===== src/rtl/mem_dbus_ctrl_pkg.sv =====
// Shared types for the MEM-stage data-bus controller.
// Access-size codes and FSM state encoding.
package mem_dbus_ctrl_pkg;

    localparam logic [1:0] MEM_SIZE_B = 2'd0;
    localparam logic [1:0] MEM_SIZE_H = 2'd1;
    localparam logic [1:0] MEM_SIZE_W = 2'd2;

    typedef enum logic [2:0] {
        DBUS_IDLE  = 3'd0,
        DBUS_ADDR  = 3'd1,
        DBUS_DATA  = 3'd2,
        DBUS_HOLD  = 3'd3,
        DBUS_DRAIN = 3'd4
    } dbus_state_e;

endpackage


===== src/rtl/mem_dbus_ctrl_lane_gen.sv =====
// Byte-lane enables, store-data replication and alignment check.
// MEM_ADDR_CHECK_EN enables misaligned-address detection.
module dbus_lane_gen
    import mem_dbus_ctrl_pkg::*;
(
    input  logic [1:0]  mem_size,
    input  logic [1:0]  addr_lo,
    input  logic [31:0] wdata_in,
    output logic [3:0]  lanes,
    output logic [31:0] wdata_rep,
    output logic        addr_err
);

    always_comb begin
        lanes     = 4'h0;
        wdata_rep = wdata_in;
        case (mem_size)
            MEM_SIZE_B: begin
                lanes     = 4'b0001 << addr_lo;
                wdata_rep = {4{wdata_in[7:0]}};
            end
            MEM_SIZE_H: begin
                lanes     = 4'b0011 << {addr_lo[1], 1'b0};
                wdata_rep = {2{wdata_in[15:0]}};
            end
            MEM_SIZE_W: lanes = 4'hF;
            default: ;
        endcase
    end

`ifdef MEM_ADDR_CHECK_EN
    assign addr_err = ((mem_size == MEM_SIZE_H) & addr_lo[0])
                    | ((mem_size == MEM_SIZE_W) & (|addr_lo));
`else
    assign addr_err = 1'b0;
`endif

endmodule


===== src/rtl/mem_dbus_ctrl.sv =====
// MEM-stage data-bus controller (req/addr_ok/data_ok) with irq drain.
// MEM_ADDR_CHECK_EN enables adel/ades instead of address forcing.
module mem_dbus_ctrl
    import mem_dbus_ctrl_pkg::*;
#(
    parameter int ADDR_W = 32
) (
    input  logic              clk,
    input  logic              rst_n,
    input  logic              mem_valid,
    input  logic              mem_read,
    input  logic              mem_write,
    input  logic [1:0]        mem_size,
    input  logic [ADDR_W-1:0] ALU_result,
    input  logic [31:0]       rf_rdata1_fw,
    input  logic              irq,
    input  logic              stall_ext,
    output logic              data_req,
    output logic              data_wr,
    output logic [1:0]        data_size,
    output logic [ADDR_W-1:0] data_addr,
    output logic [31:0]       data_wdata,
    input  logic              data_addr_ok,
    input  logic              data_data_ok,
    input  logic [31:0]       data_rdata,
    output logic [3:0]        byte_valid,
    output logic [31:0]       mem_rdata,
    output logic              stall0,
    output logic              adel,
    output logic              ades
);

    dbus_state_e state_q, state_d;
    logic [31:0] rbuf_q, rbuf_d;
    logic [31:0] rdata_q, rdata_d;
    logic [3:0]  lanes;
    logic        addr_err;
    logic        ls;
    logic        op;

    dbus_lane_gen u_lane_gen (
        .mem_size  (mem_size),
        .addr_lo   (ALU_result[1:0]),
        .wdata_in  (rf_rdata1_fw),
        .lanes     (lanes),
        .wdata_rep (data_wdata),
        .addr_err  (addr_err)
    );

    assign ls         = mem_valid & (mem_read | mem_write);
    assign op         = ls & ~addr_err & ~irq;
    assign byte_valid = ls ? lanes : 4'h0;
    assign data_size  = mem_size;
    assign data_wr    = data_req & mem_write;

`ifdef MEM_ADDR_CHECK_EN
    assign adel      = mem_valid & mem_read & addr_err & ~irq;
    assign ades      = mem_valid & mem_write & addr_err & ~irq;
    assign data_addr = ALU_result;
`else
    assign adel = 1'b0;
    assign ades = 1'b0;
    always_comb begin
        data_addr = ALU_result;
        if (mem_size == MEM_SIZE_W)
            data_addr[1:0] = 2'b00;
        else if (mem_size == MEM_SIZE_H)
            data_addr[0] = 1'b0;
    end
`endif

    always_comb begin
        state_d   = state_q;
        rbuf_d    = rbuf_q;
        rdata_d   = rdata_q;
        data_req  = 1'b0;
        stall0    = 1'b0;
        mem_rdata = rdata_q;
        unique case (state_q)
            DBUS_IDLE: begin
                data_req = op;
                stall0   = op;
                if (op)
                    state_d = data_addr_ok ? DBUS_DATA : DBUS_ADDR;
            end
            DBUS_ADDR: begin
                data_req = 1'b1;
                stall0   = 1'b1;
                if (data_addr_ok)
                    state_d = irq ? DBUS_DRAIN : DBUS_DATA;
            end
            DBUS_DATA: begin
                stall0 = ~data_data_ok;
                if (data_data_ok) begin
                    state_d = DBUS_IDLE;
                    // A flushed instruction must not see its read data.
                    if (!irq) begin
                        mem_rdata = data_rdata;
                        rdata_d   = data_rdata;
                        if (stall_ext) begin
                            rbuf_d  = data_rdata;
                            state_d = DBUS_HOLD;
                        end
                    end
                end else if (irq) begin
                    state_d = DBUS_DRAIN;
                end
            end
            DBUS_HOLD: begin
                mem_rdata = rbuf_q;
                if (!stall_ext || irq)
                    state_d = DBUS_IDLE;
            end
            DBUS_DRAIN: begin
                stall0 = 1'b1;
                if (data_data_ok)
                    state_d = DBUS_IDLE;
            end
            default: state_d = DBUS_IDLE;
        endcase
    end

    always_ff @(posedge clk) begin
        if (!rst_n) begin
            state_q <= DBUS_IDLE;
            rbuf_q  <= 32'h0;
            rdata_q <= 32'h0;
        end else begin
            state_q <= state_d;
            rbuf_q  <= rbuf_d;
            rdata_q <= rdata_d;
        end
    end

endmodule


===== config.mk =====
export PLATFORM = sky130hd
export DESIGN_NAME = mem_dbus_ctrl
export DESIGN_NICKNAME = d
export VERILOG_FILES = /design/src/rtl/mem_dbus_ctrl_pkg.sv /design/src/rtl/mem_dbus_ctrl_lane_gen.sv /design/src/rtl/mem_dbus_ctrl.sv
export SDC_FILE = /design/constraint.sdc
export NUM_CORES = 1
export LEC_CHECK = 0
export BUFFER_PORTS_ARGS = -buffer_cell sky130_fd_sc_hd__buf_2
export CAP_MARGIN = 20
export CORE_MARGIN = 2
export CORE_UTILIZATION = 30
export DETAILED_ROUTE_END_ITERATION = 6
export RECOVER_POWER = 25
export SLEW_MARGIN = 5
export SYNTH_ARGS = -nofsm -noshare
export SYNTH_HDL_FRONTEND = slang
export SYNTH_SLANG_ARGS = --single-unit

===== constraint.sdc =====
create_clock -name clk -period 1.6 [get_ports clk]
set_input_delay 0.32 -clock clk [delete_from_list [all_inputs] [get_ports clk]]
set_output_delay 0.32 -clock clk [all_outputs]
set_load 0.03 [all_outputs]

After elaboration in Yosys (flattened, before gate mapping)
Index checks and enable logic that the tools add are counted.

word-level totals
  input bits = 107
  output and inout bits = 107
  register bits after elaboration = 67
  logic and storage cells = 51

cells by class
  equal/unequal tests = 11
  muxes and demuxes = 22
  bitwise logic cells = 6
  reductions and logical operators = 7
  shift-type cells = 2

operator list
  kind                                              number
  case mux 32 bit (2 select lines)                  2
  two-way mux 32 bit                                2
  two-way mux 3 bit                                 7
  case mux 3 bit (5 select lines)                   1
  case mux 4 bit (3 select lines)                   1
  inequality test 2 bit (second input constant)     4
  == test 3 x 2 -> 1 bit (second input constant)    2
  two-way mux 2 bit                                 3
  AND reduction 5 bit                               1
  two-way mux 4 bit                                 1
  AND reduction 4 bit                               1
  << shifter 1 x 2 -> 4 bit (first input constant)  1
  << shifter 2 x 2 -> 4 bit (first input constant)  1
  AND 1 bit                                         3
  == test 3 x 1 -> 1 bit (second input constant)    1
  == test 3 bit (second input constant)             1
  zero test 3 bit                                   1
  two-way mux 1 bit                                 3
  inequality test 3 bit (second input constant)     1
  case mux 1 bit (3 select lines)                   1
  == test 2 x 1 -> 1 bit (second input constant)    1
  == test 2 bit (second input constant)             1
  zero test 2 bit                                   1
  inverter 1 bit                                    2
  other kinds (5)                                   5

Longest topological paths before layout
Gate-level depths: netlist of run 1.

  depth in word-level cells = 5
  depth in mapped cells = 8
  mapped depth without buffers = 4

Cells and area by module
A second synthesis of run 1 with hierarchy kept.

second synthesis, totals
  cells, all modules = 553
  area, all modules = 4524.3 um^2

by module, submodules not included
  module         area each (um^2)  cells each  seq. area each (um^2)  instances
  mem_dbus_ctrl  4002.6            487         1341.3                 1
  dbus_lane_gen  521.8             66          0.0                    1

Worst setup path after synthesis of run 1
OpenSTA, ideal clock, no wires.

  kind = input port to output port
  start point = in mem_size[1]
  end point = out byte_valid[0]
  arrival time = 1.764 ns
  data required time = 1.280 ns
  cell stages on the path = 4
  slack = -0.484 ns
  buffers on the path = 1
  cells stage by stage = clkbuf_1 -> nand2b_1 -> and2_1 -> a211oi_1

on the way
  word-level cells in the longest chain between the ends = 3
  elaborated cells on any way between the ends = 5
  those cells by class = eq/ne: 2; mux: 2; reduce/logical: 1

RTL lines
  item                                   RTL line                      source
  start: declaration                     mem_dbus_ctrl.sv:13           input logic [1:0] mem_size,
  == test 2 bit (tied with other cells)  mem_dbus_ctrl_lane_gen.sv:17  case (mem_size)
  case mux 4 bit (3 select lines) (*)    mem_dbus_ctrl_lane_gen.sv:17
  two-way mux 4 bit (*)                  mem_dbus_ctrl.sv:52           assign byte_valid = ls ? lanes : 4'h0;
  end: declaration                       mem_dbus_ctrl.sv:26           output logic [3:0] byte_valid,

Mark *: on every way between the ends. The rest lies on a longest branch, timed or not.

Final worst setup path of run 1
  start point = reg state_q[2]
  end point = out mem_rdata[4]

on the way
  word-level cells in the longest chain between the ends = 2
  elaborated cells on any way between the ends = 3
  those cells by class = eq/ne: 2; mux: 1

RTL lines
  item                                  RTL line              source
  start: declaration                    mem_dbus_ctrl.sv:33   dbus_state_e state_q, state_d;
  start signal: assignment              mem_dbus_ctrl.sv:129  state_q <= state_d;
  == test 3 x 2 -> 1 bit                mem_dbus_ctrl.sv:79   unique case (state_q)
  case mux 32 bit (2 select lines) (*)  mem_dbus_ctrl.sv:79
  end: declaration                      mem_dbus_ctrl.sv:27   output logic [31:0] mem_rdata,

Marks and branches as above.

==> flow_metrics.env, run 1 <==
export IMPL_firstDrtPassIters=4
export IMPL_io_buffer_count=151
export IMPL_ios=214
export IMPL_wl_per_cell_um=15.82
export IMPL_synth_area_leaders="dfxtp_1 34%, nand2_1 14%, a21oi_1 9.5%"
export IMPL_synth_top_area_share=0.3359
export IMPL_grtUsageTotal=0.1886
export IMPL_cts_buffers=9
export IMPL_final_nets=786
export IMPL_powerDensity_nw_per_um2=849.7
export IMPL_die_w_um=119.4
export IMPL_power_internal_mw=3.543
export IMPL_pwr_share_comb=0.271
export IMPL_gp_routability_congestion=0.7666
export IMPL_syn_to_final_growth_pct=49.26
export IMPL_path_clk_slew_ns=0.05
export IMPL_path_delay_family="simple AND/OR/NAND/NOR gates"
export IMPL_synth_area_um2=3993
export IMPL_cpPeakStageDelay_ns=0.34
export IMPL_final_layout_size_suffix_gt1_frac=0.4714
export IMPL_ys_flop_type="dfxtp_1"
export IMPL_seq_area_frac_synth=0.3359
export IMPL_crit_path_start_kind="flip-flop"
export IMPL_max_freq_ghz=0.5316
export IMPL_grt_max_degree=39
export IMPL_cp_num_buf_inv=2
export IMPL_drcViolationCount=0
export IMPL_diodes=0
export IMPL_antenna_found_initial=0
export IMPL_postRouteAntennaNets=0
export IMPL_dieArea_um2=14250
export IMPL_synth_seq_cells=67
export IMPL_violations="setup timing"
export IMPL_setup_viol=34
export IMPL_power_leakage_nw=2.338
export IMPL_worstSetupEndpointType="output port"
export IMPL_p_switching_mw=1.521
export IMPL_drv_slew=0
export IMPL_ir_drop_uv=490.1
export IMPL_slowest_stage="and4bb_4"
export IMPL_ys_async_sr_fraction=0
export IMPL_hold_path_depth=3
export IMPL_min_from="data_rdata[18]"
export IMPL_grt_pass1_vias=4380
export IMPL_final_period_utilization=1.176
export IMPL_synth_common_cells="153 x nand2_1, 76 x a21oi_1, 67 x dfxtp_1"
export IMPL_power_frac_seq=0.341
export IMPL_stdcell_count=859
export IMPL_clock_root_buffer="clkbuf_16"
export IMPL_swShare=0.3004
export IMPL_core_area_um2=13140
export IMPL_post_synth_top_count_cell="nand2_1"
export IMPL_htreeDepth=3
export IMPL_drt_iter0_markers=229
export IMPL_worstRegToRegCells=6
export IMPL_rrSetupSlack_ns=0.04
export IMPL_grt_setup_unrepaired="yes"
export IMPL_synth_edf_count=0
export IMPL_drt_wl_total_mm=13.59
export IMPL_post_place_cells=832
export IMPL_critical_path_endpoint="mem_rdata[4]"
export IMPL_min_period_ns=1.881
export IMPL_ctsHoldBuffers=0
export IMPL_fin_area_um2=5959
export IMPL_start_util=0.3039
export IMPL_startpoint="state_q[2]"
export IMPL_fin_skew_ns=0.008565
export IMPL_cts_sinks=67
export IMPL_cp_required_ns=1.28
export IMPL_rows=42
export IMPL_synth_cell_types=31
export IMPL_dp_hpwl_mm=9.342
export IMPL_vias=4387
export IMPL_die_h_um=119.4
export IMPL_cp_cell_sequence="and4bb_4 > buf_4 > a22oi_1 > o21ai_2 > buf_6"
export IMPL_cts_tree="done"
export IMPL_min_path_type="in -> reg"
export IMPL_yosysWarnings=0
export IMPL_cp_max_fo=7
export IMPL_setup_ws_ns=-0.2810
export IMPL_rr_startpoint="state_q[2]"
export IMPL_grt_pass1_wl_mm=21.65
export IMPL_path_class="reg -> out"
export IMPL_worstPathArrival_ns=1.56
export IMPL_gr_total_overflow=0
export IMPL_synth_area_per_cell_um2=7.259
export IMPL_finalHoldViolations=0
export IMPL_clk_latency_ns=0.32
export IMPL_ctsLongestPathBuffers=2
export IMPL_status="complete, but fails checks"
export IMPL_cap_violations=0
export IMPL_placed_cell_area_um2=5021
export IMPL_netlist_instances=550
export IMPL_post_drt_via_cell_ratio=5.107
export IMPL_crit_cells=5
export IMPL_reg2reg_to="rbuf_q[0]"
export IMPL_clkPwrFrac=0.387
export IMPL_synth_top_cell_by_area="dfxtp_1"
==> layout make-up <==
cell class	count	area (µm²)
clock buffers	13	260.3
fillers	1281	7178
repair buffers	203	1565
inverters	5	23.77
well taps	176	220.2
flip-flops and latches	67	1348
clock inverters	2	35.03
multi-input cells	393	2507
==> layout by cell type (no fill, tap or decap), types with 10 or more instances in the layout <==
| master | netlist | layout |
|---|---|---|
| a22oi_1 | 46 | 24 |
| mux2_2 | 16 | 16 |
| buf_2 | 19 | 111 |
| and3_1 | 11 | 10 |
| nand2_1 | 153 | 151 |
| dfxtp_1 | 67 | 64 |
| buf_6 | 3 | 50 |
| a22oi_2 | 0 | 22 |
| o21ai_2 | 0 | 38 |
| buf_4 | 44 | 29 |
| a21oi_1 | 76 | 70 |
==> cell families (layout without fill, tap and decap cells) <==
logic type | Yosys count | count (layout) | share of synthesized area
AND/OR/NAND/NOR | 185 | 186 | 0.1959
AO/OA/AOI/OAI | 180 | 180 | 0.2601
buffers and inverters | 92 | 223 | 0.1395
flip-flops | 67 | 67 | 0.3359
multiplexers | 25 | 25 | 0.06769
other | 1 | 2 | 0.0009392
==> per-layer routing <==
metal  part of all wire  vias up  track usage  wire [µm]
met5                  0        -            0          0
met4              0.011        0      0.06176        148
met3              0.072       24      0.03927        976
met2               0.53      182       0.3524       7148
met1               0.39     2064       0.2122       5319
li1                   -     2117            -          -
==> power by group through the flow <==
stage | logic [mW] | clock network (mW) | registers (mW)
final | 1.37 | 1.96 | 1.73
after global routing | 1.46 | 2.08 | 1.73
after detailed placement | 1.14 | 0 | 1.75
after CTS | 1.32 | 2.01 | 1.73
after floorplan | 0.855 | 0 | 1.75
after global placement | 1.13 | 0 | 1.75
==> what timing repair did <==
action,4_1_cts,5_1_grt
endpoints found under the setup margin,47,51
endpoints found under the hold margin,0,0
resized for setup,127,35
setup buffers,7,3
pin swaps,3,4
gates cloned,2,1
==> worst min-delay path by stage <==
stage / end / slack [ns]
after global routing: rdata_q[2] / 0.25
final: rbuf_q[18] / 0.25
after floorplan: rbuf_q[0] / 0.44
after detailed placement: rdata_q[29] / 0.45
after CTS: rdata_q[27] / 0.24
after global placement: rbuf_q[13] / 0.44
==> sequential cells by signal, indices dropped and copies added (netlist names) <==
| name | count |
|---|---|
| rbuf_q | 32 |
| rdata_q | 32 |
| state_q | 3 |
==> stage by stage <==
stage               setup WS [ns]    util  setup TNS [ns]  power [mW]  hold WS, ns
detailed placement        -0.1704  0.3822          -5.595       2.897       0.4467
CTS                       -0.2923  0.4433          -7.644       5.054       0.2406
finish                    -0.2810  0.4536          -7.737       5.064       0.2517
global route              -0.3445  0.4536          -9.747       5.269       0.2527
global placement          -0.1759  0.3822          -5.004       2.881       0.4411
floorplan                -0.08346       -          -1.977       2.602       0.4360
==> worst register-to-register path: cells and delay by family (launching register included) <==
family | cells | cell delay (ns)
compound gates | 1 | 0.14
buf+inv | 2 | 0.38
flops | 1 | 0.32
simple gates | 3 | 0.65
Power figures use the tool's default switching activity.
==> run 2, diff against run 1 <==
ABC_CLOCK_PERIOD_IN_PS = 1600   (was unset)
SKIP_LAST_GASP = 1   (was unset)
==> run 2 against run 1 <==
  * The flow still finishes with violations (setup timing)
  * Worst setup slack worse by 0.022 ns
  * Clock power about the same
  * Sequential share of layout area up 0.22 points
  * Via count down 0.14%
  * Count of clock-buffer cells in the layout unchanged
  * Worst hold slack better by 0.0015 ns
  * Critical endpoint unchanged
  * Cell count up 0.23%
  * Largest power group unchanged
  * Critical path type unchanged
  * Non-clock buffer count up 2
==> flow_metrics.env, run 2 (same netlist as run 1, synthesis figures left out) <==
export IMPL_io_buffer_count=151
export IMPL_largestRegisters="rbuf_q x32, rdata_q x32, state_q x3"
export IMPL_htreeDepth=3
export IMPL_power_leakage_nw=2.335
export IMPL_drcViolationCount=0
export IMPL_cp_max_fo=7
export IMPL_drt_iter0_markers=246
export IMPL_gp_routability_congestion=0.7666
export IMPL_setup_viol=34
export IMPL_cpPeakStageDelay_ns=0.35
export IMPL_gr_total_overflow=0
export IMPL_grtUsageTotal=0.1873
export IMPL_start_util=0.3039
export IMPL_p_switching_mw=1.504
export IMPL_fin_skew_ns=0.008214
export IMPL_dp_hpwl_mm=9.342
export IMPL_final_nets=788
export IMPL_ios=214
export IMPL_cp_required_ns=1.28
export IMPL_cts_buffers=9
export IMPL_layout_common_cells="152 x nand2_1, 112 x buf_2, 73 x a21oi_1"
export IMPL_grt_pass1_vias=4375
export IMPL_max_freq_ghz=0.5256
export IMPL_clock_root_buffer="clkbuf_16"
export IMPL_final_util=0.4492
export IMPL_grt_pass1_wl_mm=21.53
export IMPL_finalPower_mw=5.019
export IMPL_power_internal_mw=3.515
export IMPL_postRouteAntennaNets=0
export IMPL_final_common_cell="nand2_1"
export IMPL_post_drt_via_cell_ratio=5.088
export IMPL_slowest_stage="and4bb_4"
export IMPL_pwr_share_comb=0.265
export IMPL_rows=42
export IMPL_holdWs_ns=0.2532
export IMPL_cts_tree="done"
export IMPL_final_layout_size_suffix_gt1_frac=0.4672
export IMPL_min_path_type="in -> reg"
export IMPL_status="complete, but fails checks"
export IMPL_antenna_found_initial=0
export IMPL_critPathMostFrequentCell="buf_4"
export IMPL_drv_slew=0
export IMPL_final_period_utilization=1.189
export IMPL_violations="setup timing"
export IMPL_firstDrtPassIters=4
export IMPL_vias=4381
export IMPL_grt_setup_unrepaired="yes"
export IMPL_worstPathArrival_ns=1.58
export IMPL_path_class="reg -> out"
export IMPL_syn_to_final_growth_pct=47.82
export IMPL_fillers=1302
export IMPL_cap_violations=0
export IMPL_powerDensity_nw_per_um2=850.3
export IMPL_cts_sinks=67
export IMPL_setup_ws_ns=-0.3026
export IMPL_min_period_ns=1.903
export IMPL_die_h_um=119.4
export IMPL_power_frac_seq=0.344
export IMPL_swShare=0.2997
export IMPL_drt_wl_total_mm=13.81
export IMPL_ir_drop_uv=494.9
export IMPL_clk_latency_ns=0.32
export IMPL_wl_per_cell_um=16.04
export IMPL_ctsLongestPathBuffers=2
export IMPL_core_area_um2=13140
export IMPL_grt_max_degree=39
export IMPL_clkPwrFrac=0.390
export IMPL_dieArea_um2=14250
export IMPL_setup_tns_ns=-8.321
export IMPL_worstSetupEndpointType="output port"
export IMPL_ctsHoldBuffers=0
export IMPL_diodes=0
export IMPL_cp_cell_sequence="and4bb_4 > buf_4 > a22oi_1 > o21ai_2 > buf_4"
export IMPL_path_clk_slew_ns=0.05
export IMPL_finalHoldViolations=0
export IMPL_die_w_um=119.4
export IMPL_crit_path_start_kind="flip-flop"
## run 2: changes by cell type in the layout (fill, tap and decap cells not counted), sizes merged
cell,delta
buf,+2
## run 2: stage by stage
step                instances  area, µm²  worst slack (ns)
global route              861       5902           -0.3459
CTS                       856       5690           -0.3014
global placement          832       5021           -0.1759
floorplan                 551       4189          -0.08346
detailed placement        832       5021           -0.1704
finish                    861       5902           -0.3026
## run 2: final timing paths
kind,start,end,slack (ns),depth (start not counted)
max,state_q[2],mem_rdata[4],-0.30,5
min,data_rdata[27],rdata_q[27],0.25,3
max reg2reg,state_q[2],state_q[0],0,7
min reg2reg,rdata_q[29],rdata_q[29],0.45,2
## run 2: repair_timing
action | in CTS | in global routing
gates resized for setup | 92 | 50
endpoints found under the setup margin | 47 | 72
pin swaps | 2 | 5
buffers inserted | 7 | 3
gates cloned | 2 | 3
## run 2: layout make-up
cell class | count | area (µm²) | area share
inverters | 5 | 23.77 | 0.004028
clock buffers | 13 | 260.3 | 0.04410
clock inverters | 2 | 35.03 | 0.005936
multi-input cells | 393 | 2476 | 0.4195
well taps | 176 | 220.2 | 0.03731
repair buffers | 205 | 1539 | 0.2608
flip-flops and latches | 67 | 1348 | 0.2283
## run 2: metal layers
metal	wire (µm)	GRT usage	vias up
met4	155	0.05882	0
met1	5376	0.2096	2071
li1	-	-	2116
met5	0	0	-
met3	935	0.04119	21
met2	7339	0.3509	173
## run 2: worst max-delay path, delay by kind of cell (launching register included)
family | cells | cell delay [ns]
buffers and inverters | 2 | 0.36
AND/OR/NAND/NOR | 1 | 0.35
flip-flops | 1 | 0.32
AO/OA/AOI/OAI | 2 | 0.21
## run 2: power groups by stage
| stage | Clock, mW | Sequential (mW) | Combinational [mW] |
|---|---|---|---|
| final | 1.96 | 1.73 | 1.33 |
| after floorplan | 0 | 1.75 | 0.855 |
| after CTS | 2.01 | 1.72 | 1.28 |
| after detailed placement | 0 | 1.75 | 1.14 |
| after global placement | 0 | 1.75 | 1.13 |
| after global routing | 2.07 | 1.73 | 1.42 |
